<file path="config.mk">
export PLATFORM = sky130hd
export DESIGN_NAME = fetch_server
export DESIGN_NICKNAME = d
export VERILOG_FILES = /design/src/rtl/fetch_server.sv
export SDC_FILE = /design/constraint.sdc
export NUM_CORES = 2
export LEC_CHECK = 0
export CAP_MARGIN = 20
export CORE_UTILIZATION = 55
export CTS_CLUSTER_SIZE = 20
export DETAILED_ROUTE_END_ITERATION = 16
export PLACE_DENSITY = 0.72
export SYNTH_ARGS = -nofsm -noshare
export SYNTH_HDL_FRONTEND = slang
export SYNTH_SLANG_ARGS = --single-unit
</file>
<file path="constraint.sdc">
create_clock -name clk -period 10.04 [get_ports clk]
set_input_delay 1.004 -clock clk [delete_from_list [all_inputs] [get_ports clk]]
set_output_delay 1.004 -clock clk [all_outputs]
set_load 0.01 [all_outputs]
</file>
<file path="src/rtl/fetch_server.sv">
// rtl/fetch_server.sv - instruction memory, redirectable fetch PC and a decoupling fetch queue toward decode.
// Define FETCH_HALT_DETECT_EN to stop fetch after a HALT opcode and expose the sticky halted output.
module fetch_server #(
    parameter int             XLEN       = 32,
    parameter int             IMEM_DEPTH = 64,
    parameter int             FQ_DEPTH   = 2,
    parameter logic [XLEN-1:0] NOP_WORD  = 32'h00000013
) (
    input  logic                          clk,
    input  logic                          rst_n,
    input  logic                          hlt,
    input  logic                          jump,
    input  logic [XLEN-1:0]               next,
    output logic                          out_valid,
    input  logic                          out_ready,
    output logic [XLEN-1:0]               instruction,
    output logic [XLEN-1:0]               PC,
    output logic [XLEN-1:0]               nextPC,
    input  logic                          imem_we,
    input  logic [$clog2(IMEM_DEPTH)-1:0] imem_waddr,
    input  logic [XLEN-1:0]               imem_wdata,
    output logic [$clog2(FQ_DEPTH):0]     fq_count
`ifdef FETCH_HALT_DETECT_EN
    ,
    output logic                          halted
`endif
);

    localparam int AW = $clog2(IMEM_DEPTH);
    localparam int CW = $clog2(FQ_DEPTH) + 1;
    localparam int PW = (FQ_DEPTH > 1) ? $clog2(FQ_DEPTH) : 1;

    logic [XLEN-1:0] imem    [IMEM_DEPTH];
    logic [XLEN-1:0] fq_word [FQ_DEPTH];
    logic [XLEN-1:0] fq_pc   [FQ_DEPTH];

    logic [XLEN-1:0] fpc_q, fpc_d;
    logic [XLEN-1:0] last_pc_q, last_pc_d;
    logic [PW-1:0]   rd_ptr_q, rd_ptr_d;
    logic [PW-1:0]   wr_ptr_q, wr_ptr_d;
    logic [CW-1:0]   count_q, count_d;

    logic            valid;
    logic            full;
    logic            pop;
    logic            push;
    logic            stall;
    logic            in_range;
    logic [XLEN-1:0] fetch_word;
    logic [XLEN-1:0] head_pc;

    function automatic logic [PW-1:0] ptr_inc(input logic [PW-1:0] p);
        return (p == PW'(FQ_DEPTH - 1)) ? '0 : p + PW'(1);
    endfunction

    assign in_range   = (fpc_q < XLEN'(IMEM_DEPTH));
    assign fetch_word = in_range ? imem[fpc_q[AW-1:0]] : NOP_WORD;

    assign valid   = (count_q != '0);
    assign full    = (count_q == CW'(FQ_DEPTH));
    assign head_pc = fq_pc[rd_ptr_q];

    // A pop in the jump cycle is swallowed by the flush rather than advancing the read pointer.
    assign pop  = valid && out_ready && !jump;
    assign push = !jump && !stall && (!full || pop);

`ifdef FETCH_HALT_DETECT_EN
    logic halted_q, halted_d;

    assign stall  = hlt || halted_q;
    assign halted = halted_q;
`else
    assign stall = hlt;
`endif

    always_comb begin
        fpc_d     = fpc_q;
        rd_ptr_d  = rd_ptr_q;
        wr_ptr_d  = wr_ptr_q;
        count_d   = count_q;
        last_pc_d = valid ? head_pc : last_pc_q;
`ifdef FETCH_HALT_DETECT_EN
        halted_d  = halted_q;
`endif
        if (jump) begin
            fpc_d    = next;
            rd_ptr_d = '0;
            wr_ptr_d = '0;
            count_d  = '0;
`ifdef FETCH_HALT_DETECT_EN
            halted_d = 1'b0;
`endif
        end else begin
            if (pop) begin
                rd_ptr_d = ptr_inc(rd_ptr_q);
            end
            if (push) begin
                wr_ptr_d = ptr_inc(wr_ptr_q);
                fpc_d    = fpc_q + XLEN'(1);
`ifdef FETCH_HALT_DETECT_EN
                if (fetch_word[6:0] == 7'b1111111) begin
                    halted_d = 1'b1;
                end
`endif
            end
            case ({push, pop})
                2'b10:   count_d = count_q + CW'(1);
                2'b01:   count_d = count_q - CW'(1);
                default: count_d = count_q;
            endcase
        end
    end

    always_ff @(posedge clk or negedge rst_n) begin
        if (!rst_n) begin
            fpc_q     <= '0;
            last_pc_q <= '0;
            rd_ptr_q  <= '0;
            wr_ptr_q  <= '0;
            count_q   <= '0;
`ifdef FETCH_HALT_DETECT_EN
            halted_q  <= 1'b0;
`endif
        end else begin
            fpc_q     <= fpc_d;
            last_pc_q <= last_pc_d;
            rd_ptr_q  <= rd_ptr_d;
            wr_ptr_q  <= wr_ptr_d;
            count_q   <= count_d;
`ifdef FETCH_HALT_DETECT_EN
            halted_q  <= halted_d;
`endif
        end
    end

    // Storage arrays are not reset; occupancy alone decides what is visible.
    always_ff @(posedge clk) begin
        if (imem_we) begin
            imem[imem_waddr] <= imem_wdata;
        end
        if (push) begin
            fq_word[wr_ptr_q] <= fetch_word;
            fq_pc[wr_ptr_q]   <= fpc_q;
        end
    end

    assign out_valid   = valid;
    assign instruction = valid ? fq_word[rd_ptr_q] : NOP_WORD;
    assign PC          = valid ? head_pc : last_pc_q;
    assign nextPC      = PC + XLEN'(1);
    assign fq_count    = count_q;

endmodule

</file>
==> metrics.txt <==
Avg Inst Size Synth=21.7 µm²; IO Pins=175; post-synthesis sequential area ratio=0.771; CTS max path bufs=3; worst vdd ir=0.000213 V; biggest area consumer among synthesized cells=edfxtp_1; synth-to-layout area growth=13.3%; register area=67,100 µm²; post-route cell area=98,600 µm²; Tot Pwr=20.4 mW; DR vias/cell=6.53; crit path time final=5.59 ns; DR WL/cell=32.3 µm; FF-to-FF setup slack=5.73 ns; status=finished, final reports clean; drt first pass iters=5; fmax=179 MHz; final-report max-slew violation count=0; reg2reg start=fpc_q[0]; RSZ-0062 raised after global routing=false; Chip Width=400 µm; Worst Setup Path Type=register to output pin; number of global-route vias before repair=42,600; total negative slack=0 ns; largest family of logic cells by synthesized area=multiplexers; post-CTS setup buffer count=0; gr usage total=0.267; largest net degree at the start of global routing=120; DP Area=91,500 µm²; Syn. warnings=0; Post-CTS Hold Fix Bufs=0; actual slew at the worst max-slew pin=1.14 ns; multi-input logic area=19,300 µm²; Ant. Diodes=0; NumNets Final=4,378; maxcap violations=0; post-synthesis sequential element count=2,244; Post-Synth XOR/XNOR Area=0.00634; row cnt=145; slowest CP cell=dfrtp_1; CTS buffer count=212; Die ar.=160,000 µm²; ANT nets after route=0; top-area cell type share of the netlist area=0.751; Setup Skew=0.0289 ns; clock latency on the worst-skew pair=0.86 ns; Crit. End Element=output pin; post-DP HPWL=108,000 µm; Initial Utilization=0.556; Top FF cell, synth=edfxtp_1; DRC=0; clk sinks=2,244; share of synthesized registers carrying an async set or reset=0.0303; compound-gate portion of the synthesized area=0.0233; Fill cells=10,300; Critical Path Source Type=register; RR Endpoint=fq_word[1][17]; Initial DRC Count=5,785; I/O Buffers=174; Syn Inst Count=4,010; Max FO, Critical Path=32; vias post-DR=42,700; mux cell area share after synthesis=0.162; Period Utilization, post-route=0.556; Post-synth EDFFs=2,176; Max-slew headroom=0.238; CP max stage delay=0.80 ns; Pleak=30.7 nW; Adder-Cell Fraction of Synth Area=0.000288; first-pass GRT wire length=300,000 µm; initial antenna violation count=8; worst hold path class=input pin to asynchronous set/reset pin; simple-gate share of the synthesized area=0.0236; reg2reg path depth=6; Post-Syn Nets=4,088; core region area=157,000 µm²; mapped cell area=87,000 µm²; Placer Congestion=0.844; Layout Cells excl Fill=6,535; WP data required=9.04 ns; layout cell share with drive strength beyond 1=0.246; crit path cell chain=nor2_4 -> inv_2 -> mux2i_1 -> inv_1 -> ha_1 -> nand4_2 -> nor2_2 -> and4bb_2 -> xor2_1 -> clkdlybuf4s50_1; final hold slack=0.316 ns; most frequent cells in the layout=2,176 x edfxtp_1, 519 x mux4_2, 221 x mux2i_1; drt total wl=211,000 µm; Die Y=400 µm; CTS tree=built; CTS-repair resized insts=0; PwrDens=207 nW/µm²; grt ovf=0; number of library cell types mapped by synthesis=61; CP Data Arrival Time=4.58 ns; final-report setup violation count=0; Hold Fails Final Rpt=0; largest cells by area after synthesis=edfxtp_1 75%, mux4_2 13%, mux2i_1 2.5%; placed cells=6,128; clock tree root buffer cell=clkbuf_16; clock-pin slew on the worst setup and hold paths=0.06 ns; Max H-tree Level=4; leading cell type in the layout, fill and taps excluded=edfxtp_1
[where the power goes]
group / internal, mW / switching [mW]
logic: 0.913 / 1.17
registers: 10.4 / 0.0891
clock network: 4.43 / 3.36
total: 15.7 / 4.62
[cells in the mapped netlist, types with 4 or more instances]
master	number
nand3_1	34
xor2_1	19
clkbuf_1	103
and2_1	4
a221oi_1	57
a21o_1	5
edfxtp_1	2176
nand2b_1	7
o21ai_1	8
inv_1	26
buf_6	5
a22oi_1	78
a211oi_1	30
nor2_1	162
buf_1	12
nor4_2	9
a21oi_2	10
nand2_1	89
nor3_1	38
dfrtp_1	68
nor4_4	4
buf_2	64
xnor2_1	44
nor2b_1	9
nor4_1	13
a21oi_1	48
o21ai_0	37
mux2_2	18
mux2i_1	221
nand4_1	10
mux4_2	519
o221ai_1	4
buf_4	34
[sequential cells by signal (all words and copies together) (netlist names)]
| register | cells |
|---|---|
| fpc_q | 32 |
| fq_count | 2 |
| fq_pc | 64 |
| fq_word | 64 |
| imem | 2048 |
| last_pc_q | 32 |
| rd_ptr_q | 1 |
| wr_ptr_q | 1 |
[final cells by class]
| type | count | area share |
|---|---|---|
| multi-input combinational | 1516 | 0.195 |
| clock buffer | 274 | 0.0578 |
| inverter | 29 | 0.00112 |
| sequential | 2244 | 0.680 |
| timing repair buffer | 297 | 0.0284 |
| tap | 2058 | 0.0261 |
| clock inverter | 117 | 0.0107 |
[worst max-delay path, delay by kind of cell, from the launching register on]
kind,cells,cell delay (ns)
xor+xnor,1,0.17
fa+ha+maj,1,0.24
buf+inv,3,1.29
flops,1,0.80
mux,1,0.23
simple gates,4,1.00
[stage by stage]
step	setup WS, ns	util
after CTS	4.42	0.627
final	4.45	0.630
after global placement	5.37	0.584
after detailed placement	5.34	0.584
after floorplan	1.34	-
after global routing	4.13	0.630
[per-layer routing]
layer | part of all wire | vias to the layer above | GRT usage
li1 | - | 17400 | -
met1 | 0.39 | 22600 | 0.380
met2 | 0.48 | 2385 | 0.426
met3 | 0.098 | 326 | 0.0455
met4 | 0.030 | 10 | 0.0870
met5 | 0.00027 | - | 0
[worst max path at each step]
stage | slack, ns | endpoint | startpoint
3_5_place_dp | 5.34 | nextPC[20] | fq_count[0]
6_report | 4.45 | nextPC[20] | fq_count[0]
3_3_place_gp | 5.37 | nextPC[20] | fq_count[0]
2_1_floorplan | 1.34 | fq_pc[1][0] | jump
5_1_grt | 4.13 | nextPC[20] | fq_count[0]
4_1_cts | 4.42 | nextPC[20] | fq_count[0]
[kinds of logic after synthesis]
logic type / after synthesis
muxes: 758
and+or+nand+nor: 406
buffers and inverters: 250
adders and majority gates: 2
AOI/OAI and AO/OA: 287
xor gates and xnor gates: 63
DFF: 2244
Power figures use the tool's default switching activity.
